[config.mk]
export PLATFORM = sky130hd
export DESIGN_NAME = prog_mem_loader
export DESIGN_NICKNAME = d
export VERILOG_FILES = /design/src/rtl/prog_mem_loader.sv
export SDC_FILE = /design/constraint.sdc
export NUM_CORES = 1
export LEC_CHECK = 0
export CAP_MARGIN = 20
export CORE_MARGIN = 10
export CORE_UTILIZATION = 55
export DETAILED_ROUTE_END_ITERATION = 10
export PLACE_DENSITY = 0.79
export SLEW_MARGIN = 5
export SYNTH_ARGS = -nofsm -noshare
export SYNTH_HDL_FRONTEND = slang
export SYNTH_SLANG_ARGS = --single-unit
[constraint.sdc]
create_clock -name clk -period 2.87 [get_ports clk]
set_input_delay 0.574 -clock clk [delete_from_list [all_inputs] [get_ports clk]]
set_output_delay 0.574 -clock clk [all_outputs]
set_load 0.01 [all_outputs]
[src/rtl/prog_mem_loader.sv]
// prog_mem_loader: packs a byte stream into 16-bit words and writes them to program memory, holding the CPU until a good load.
// Optional trailing checksum byte enabled by defining CHECKSUM_EN.
module prog_mem_loader #(
  parameter int AW = 12,
  parameter logic [AW-1:0] LOAD_BASE = '0
) (
  input  logic          clk,
  input  logic          rst,
  input  logic          start,
  input  logic [7:0]    rx_data,
  input  logic          rx_valid,
  output logic          rx_ready,
  output logic          pm_we,
  output logic [AW-1:0] pm_addr,
  output logic [15:0]   pm_wdata,
  output logic          cpu_hold,
  output logic          busy,
  output logic          done,
  output logic          err
);
  localparam logic [2:0] IDLE = 3'd0, LEN_HI = 3'd1, LEN_LO = 3'd2, DATA_HI = 3'd3,
                         DATA_LO = 3'd4, WRITE = 3'd5, CSUM = 3'd6, FIN = 3'd7;
  logic [2:0]  state;
  logic [15:0] n, idx;
  logic [7:0]  hi_byte;
  logic        acc, len_bad;
  always_comb begin
    rx_ready = state == LEN_HI || state == LEN_LO || state == DATA_HI || state == DATA_LO || state == CSUM;
    acc = rx_valid && rx_ready;
    busy = state != IDLE;
    done = state == FIN;
    pm_we = state == WRITE;
    len_bad = {hi_byte, rx_data} == 16'd0 || 17'({hi_byte, rx_data}) > (17'(1) << AW);
  end
`ifdef CHECKSUM_EN
  logic [7:0] sum;
  always_ff @(posedge clk)
    if (rst || (state == IDLE && start)) sum <= '0;
    else if (acc) sum <= sum + rx_data;
`endif
  always_ff @(posedge clk) begin
    if (rst) begin
      state <= IDLE;
      pm_addr <= LOAD_BASE;
      pm_wdata <= '0;
      err <= 1'b0;
      cpu_hold <= 1'b1;
      n <= '0;
      idx <= '0;
      hi_byte <= '0;
    end else begin
      case (state)
        IDLE: if (start) begin
          state <= LEN_HI;
          cpu_hold <= 1'b1;
          err <= 1'b0;
          idx <= '0;
        end
        LEN_HI: if (acc) begin
          hi_byte <= rx_data;
          state <= LEN_LO;
        end
        LEN_LO: if (acc) begin
          n <= {hi_byte, rx_data};
          if (len_bad) begin
            err <= 1'b1;
            cpu_hold <= 1'b1;
            state <= FIN;
          end else state <= DATA_HI;
        end
        DATA_HI: if (acc) begin
          hi_byte <= rx_data;
          state <= DATA_LO;
        end
        DATA_LO: if (acc) begin
          pm_addr <= LOAD_BASE + idx[AW-1:0];
          pm_wdata <= {hi_byte, rx_data};
          state <= WRITE;
        end
        WRITE: begin
          idx <= idx + 16'd1;
          if (idx == n - 16'd1) begin
`ifdef CHECKSUM_EN
            state <= CSUM;
`else
            state <= FIN;
            cpu_hold <= err;
`endif
          end else state <= DATA_HI;
        end
        CSUM: begin
`ifdef CHECKSUM_EN
          if (acc) begin
            err <= (sum + rx_data) != 8'h00;
            cpu_hold <= (sum + rx_data) != 8'h00;
            state <= FIN;
          end
`else
          state <= FIN;
`endif
        end
        default: state <= IDLE;
      endcase
    end
  end
endmodule

==> results of run 1 <==
==> per-layer routing <==
metal / part of all wire / vias up / wire length [um] / track usage
li1: - / 1697 / - / -
met1: 0.42 / 1655 / 4090 / 0.225
met2: 0.49 / 154 / 4860 / 0.320
met3: 0.077 / 14 / 753 / 0.0538
met4: 0.015 / 0 / 147 / 0.0697
met5: 0 / - / 0 / 0
==> power by group <==
part           switching [mW]  internal, mW
registers              0.0693          1.06
clock network           0.418         0.527
logic                   0.451         0.326
total                   0.938          1.91
==> cells by family (layout without fill, tap and decap cells) <==
logic type / after synthesis / after routing / synth area share
simple gates: 219 / 219 / 0.278
compound gates: 97 / 97 / 0.168
flops: 73 / 73 / 0.402
buf+inv: 40 / 86 / 0.0441
xor+xnor: 17 / 17 / 0.0410
mux: 16 / 16 / 0.0462
fa+ha+maj: 6 / 6 / 0.0207
==> worst max-delay path, delay by kind of cell (launching register included) <==
family | cells | cell delay, ns
buffers and inverters | 3 | 1.02
DFF | 1 | 0.38
adders and majority gates | 1 | 0.24
and+or+nand+nor | 1 | 0.20
==> worst paths after layout <==
kind              start  depth (start not counted)    endpoint  slack (ns)
max reg2reg        n[0]                          9    state[2]        0.18
min          pm_addr[9]                          2  pm_addr[9]        0.45
min reg2reg  pm_addr[9]                          2  pm_addr[9]        0.45
max            state[1]                          5       pm_we        0.11
==> through the flow <==
stage / instance area [sq um] / power, mW / TNS [ns] / std cells / hold WS (ns)
floorplan: 3630 / 1.68 / 0 / 468 / 0.450
global placement: 4170 / 1.88 / -0.0255 / 575 / 0.442
detailed placement: 4170 / 1.91 / -0.183 / 575 / 0.446
CTS: 4410 / 2.85 / 0 / 591 / 0.457
global route: 4410 / 2.96 / 0 / 591 / 0.484
finish: 4410 / 2.85 / 0 / 591 / 0.455
==> state kept, by name (all words and copies together), names as in the netlist <==
register / flops
cpu_hold: 1
err: 1
hi_byte: 8
idx: 16
n: 16
pm_addr: 12
pm_wdata: 16
state: 3
==> area by class of cell <==
| type | instances | area share |
|---|---|---|
| clock inverters | 6 | 0.0221 |
| repair buffers | 59 | 0.128 |
| inverters | 11 | 0.00937 |
| well taps | 77 | 0.0219 |
| flip-flops and latches | 73 | 0.332 |
| multi-input cells | 355 | 0.456 |
| clock buffers | 10 | 0.0312 |
==> cells in the mapped netlist (2+ instances only) <==
library cell	n	area, sq um
inv_1	10	37.5
a211oi_1	3	22.5
or3_1	4	25.0
a31oi_1	7	43.8
mux2_2	6	67.6
buf_2	2	10.0
a311oi_1	3	26.3
clkbuf_1	25	93.8
a22oi_1	2	15.0
or4_1	3	22.5
mux2i_1	10	100
nor2_1	44	165
a21oi_1	53	265
nor3_2	2	20.0
nand2_1	112	420
and3_1	3	18.8
dfxtp_1	73	1460
and2_1	2	12.5
a2111oi_0	2	17.5
nand3_1	18	90.1
xor2_1	9	78.8
nor4_1	5	31.3
o21a_1	3	22.5
nand4_1	7	43.8
o21ai_0	9	45.0
nand2b_1	2	12.5
ha_1	6	75.1
xnor2_1	8	70.1
a211o_1	2	17.5
o211ai_1	2	15.0
nor3_1	8	40.0
==> placed cells by master, fill, tap and decap left out, types with 3 or more instances in the layout <==
| master | instances |
|---|---|
| a31oi_1 | 7 |
| clkdlybuf4s50_1 | 44 |
| o21a_1 | 3 |
| a211oi_1 | 3 |
| nor4_1 | 5 |
| dfxtp_1 | 73 |
| nand4_1 | 7 |
| a311oi_1 | 3 |
| nand3_1 | 18 |
| inv_1 | 10 |
| buf_4 | 13 |
| nor3_1 | 8 |
| nand2_1 | 112 |
| o21ai_0 | 9 |
| ha_1 | 6 |
| mux2_2 | 6 |
| nor2_1 | 44 |
| xnor2_1 | 8 |
| a21oi_1 | 53 |
| or3_1 | 4 |
| xor2_1 | 9 |
| mux2i_1 | 10 |
| and3_1 | 3 |
| or4_1 | 3 |
| clkbuf_8 | 10 |
==> impl_metrics.ini, run 1 <==
[cts]
htree_levels = 3
cts_hold_buf = 0
cts-root-buf = clkbuf_8
cts_max_path_buffers = 2
cts_tree = built
clk_latency_ns = 0.35
cts_sinks = 73
postCtsSetupBuffers = 0
cts_buffers = 9
path_clk_slew_ns = 0.08
cts_resized = 0

[critical_path]
critical_path.max_fanout = 10
start_kind = flip-flop
crit_required_ns = 2.30
crit_path_top_delay_cell = clkdlybuf4s50_1
critPathMaxStageDelay_ns = 0.59
arrival_ns = 2.19
cp-end-kind = output pin
critPathKind = flip-flop to output pin
path_cells = inv_1 > ha_1 > nand2_1 > clkinv_1 > clkdlybuf4s50_1

[floorplan]
rows = 29
start_util = 0.569
ios = 46
die_y_um = 101
fp.dieW_um = 101
floorplan.core_area_sq_mm = 0.00639
die_area_sq_mm = 0.0103

[synthesis]
synth_flop_cell = dfxtp_1
yosys_warnings = 0
synth_area_sq_mm = 0.00363
synth_cell_types = 54
synth_edf_count = 0
synth_nets = 486
seq_area_frac_synth = 0.402
syn_area_per_cell_sq_um = 7.76
postSynth.asyncResetShare = 0
synthCells = 468
synth_seq_cells = 73

[flow_run]
max_cap_viol_count = 0

[timing]
hold_violations = 0
setup_viol = 0
slew-limit-headroom = 0.438
post-route-min-period_ns = 2.76
fin_ws_ns = 0.105
rsz0062_at_grt = false
worst_pin_slew_ns = 0.822
fin_crit_sh = 0.963
final_max_slew_viol_count = 0
max_freq_mhz = 362
skew_ns = 0.0104

[power_and_ir_drop]
powerDensity_mw_per_mm2 = 647
vdd_ir_drop_max_mv = 0.463
power_leakage_nw = 1.54

[finish]
fillers = 544
antenna_cells = 0
final-seq-area_sq_mm = 0.00146
multiInputGateArea_sq_mm = 0.00201
fin_util = 0.690
area_delta_synth_final_pct = 21.4
layout.nets = 527
drive_gt1_frac = 0.0934

[detailed_routing]
via_per_inst = 5.96
routed_wl_um = 9840
drtAntennaViolNets = 0
vias = 3520
wl_per_cell_um = 16.7
firstDrtPassIters = 6
drc = 0
dr.first_iter.drc_count = 271

[placed_design]
post-dp-hpwl_um = 6980
port_buffers = 45
dp_slack_ns = -0.183
gp_congestion = 0.867

[global_route]
antenna_found_initial = 0
grtUsageTotal = 0.190
grt_max_degree = 42
grt_pass1_wl_um = 15900
grt_overflow = 0
grt_pass1_vias = 3389

[worst_hold_path]
hold_class = flip-flop to flip-flop

[run_status]
status = complete, no violations
Note: power is estimated with default switching activity, not from simulation.
==> run 2, diff against run 1 <==
- CAP_MARGIN: 20 -> not set
==> results of run 2 <==
Final layout, timing and power as in run 1 (identical DEF).
==> run 3, diff against run 2 <==
- CORE_ASPECT_RATIO: not set -> 2
==> run 3 against run 2 <==
Critical endpoint unchanged. Setup slack better by 0.022 ns. Critical path depth unchanged. Via count shrank 0.37%. Flip-flop and latch count unchanged.
==> impl_metrics.ini, run 3 (synthesis gave the netlist of run 1 again) <==
[power_and_ir_drop]
combPwrFrac = 0.265
power_leakage_nw = 1.57
vdd_ir_drop_max_mv = 0.558
powerDensity_mw_per_mm2 = 655
seq_power_share = 0.387
power_mw = 2.94
p_sw_frac = 0.305
p_int_mw = 2.04
p_switching_mw = 0.895
clkPwrFrac = 0.348

[cts]
cts-root-buf = clkbuf_16
cts_tree = built
path_clk_slew_ns = 0.05
htree_levels = 3
cts_resized = 0
cts_max_path_buffers = 2
cts_hold_buf = 0
clk_latency_ns = 0.33
cts_sinks = 73
postCtsSetupBuffers = 0
cts_buffers = 9

[floorplan]
fp.dieW_um = 77.5
rows = 41
die_y_um = 135
start_util = 0.571
die_area_sq_mm = 0.0105
floorplan.core_area_sq_mm = 0.00636
ios = 46

[finish]
layout.nets = 530
antenna_cells = 0
area_delta_synth_final_pct = 23.6
fin_util = 0.706
drive_gt1_frac = 0.0914
top_regs = idx (16), n (16), pm_wdata (16)
layout_commonest_cell = nand2_1
layout_common_cells = 112 x nand2_1, 73 x dfxtp_1, 53 x a21oi_1
fillers = 564

[placed_design]
port_buffers = 45
post-dp-hpwl_um = 7500
gp_congestion = 0.877

[timing]
slew-limit-headroom = 0.329
post-route-min-period_ns = 2.74
skew_ns = 0.00531
fin_tns_setup_ns = 0
setup_viol = 0
fin_crit_sh = 0.956
final_max_slew_viol_count = 0
rsz0062_at_grt = false
worst_pin_slew_ns = 0.982
hold_violations = 0
max_freq_mhz = 365
whs_ns = 0.452

[critical_path]
critPathLaunch = state[1]
r2r_end = state[2]
cp-end-kind = output pin
crit_required_ns = 2.30
critical_path.max_fanout = 10
r2r_start = n[0]
reg2reg_setup_slack_ns = 0.29
start_kind = flip-flop
reg2reg_depth = 9
arrival_ns = 2.17
critPathKind = flip-flop to output pin

[run_status]
status = complete, no violations

[detailed_routing]
routed_wl_um = 10000
via_per_inst = 5.85
dr.first_iter.drc_count = 198
drc = 0
firstDrtPassIters = 4
wl_per_cell_um = 16.7
drtAntennaViolNets = 0
vias = 3507

[global_route]
grt_max_degree = 44
antenna_found_initial = 0
grt_pass1_vias = 3575
grt_pass1_wl_um = 16400
grtUsageTotal = 0.195
grt_overflow = 0

[flow_run]
max_cap_viol_count = 0

[worst_hold_path]
hold_depth = 2
hold_class = flip-flop to flip-flop
hold_end = pm_addr[1]
min-delay-start = pm_addr[1]
==> run 3: cell count changes in the layout (fill, tap and decap cells not counted), sizes merged <==
cell    delta
inv        -3
clkinv     -1
bufinv     -2
clkbuf     +3
buf        +3
==> run 3: power groups by stage <==
stage                     combinational (mW)  sequential, mW  clock [mW]
after floorplan                        0.554            1.12           0
after global placement                 0.753            1.15           0
after detailed placement               0.769            1.16           0
after CTS                              0.778            1.13        1.04
after global routing                   0.856            1.14        1.07
final                                  0.779            1.14        1.02
==> run 3: area by class of cell <==
cell class	instances	area (sq um)	share of cell area
repair buffers	62	598	0.133
inverters	11	41.3	0.00920
flip-flops and latches	73	1460	0.326
clock buffers	13	270	0.0602
well taps	86	108	0.0240
multi-input cells	355	2010	0.448
==> run 3: metrics by stage <==
step,setup slack (ns),area (sq um),std cells
final,0.127,4490,600
after global routing,0.0379,4490,600
after CTS,0.124,4490,600
after detailed placement,-0.114,4220,587
after global placement,0.0257,4220,587
after floorplan,0.503,3630,468
==> run 3: worst max-delay path, stage by stage, from the launching register on <==
cell and delay [ns]:
dfxtp_1 0.37, inv_1 0.07, ha_1 0.23, nand2_1 0.25
clkinv_1 0.34, clkdlybuf4s50_1 0.58
==> run 3: how the worst max path moves through the flow <==
stage / endpoint / slack (ns) / depth (start not counted)
floorplan: state[2] / 0.50 / 9
global placement: cpu_hold / 0.03 / 8
detailed placement: cpu_hold / -0.11 / 8
CTS: pm_we / 0.12 / 5
global route: cpu_hold / 0.04 / 8
finish: pm_we / 0.13 / 5
==> run 3: routing by layer <==
metal | vias up | GRT usage | part of all wire
met5 | - | 0 | 0
met4 | 0 | 0.127 | 0.044
met3 | 31 | 0.0532 | 0.039
met2 | 88 | 0.381 | 0.56
met1 | 1681 | 0.163 | 0.35
li1 | 1707 | - | -
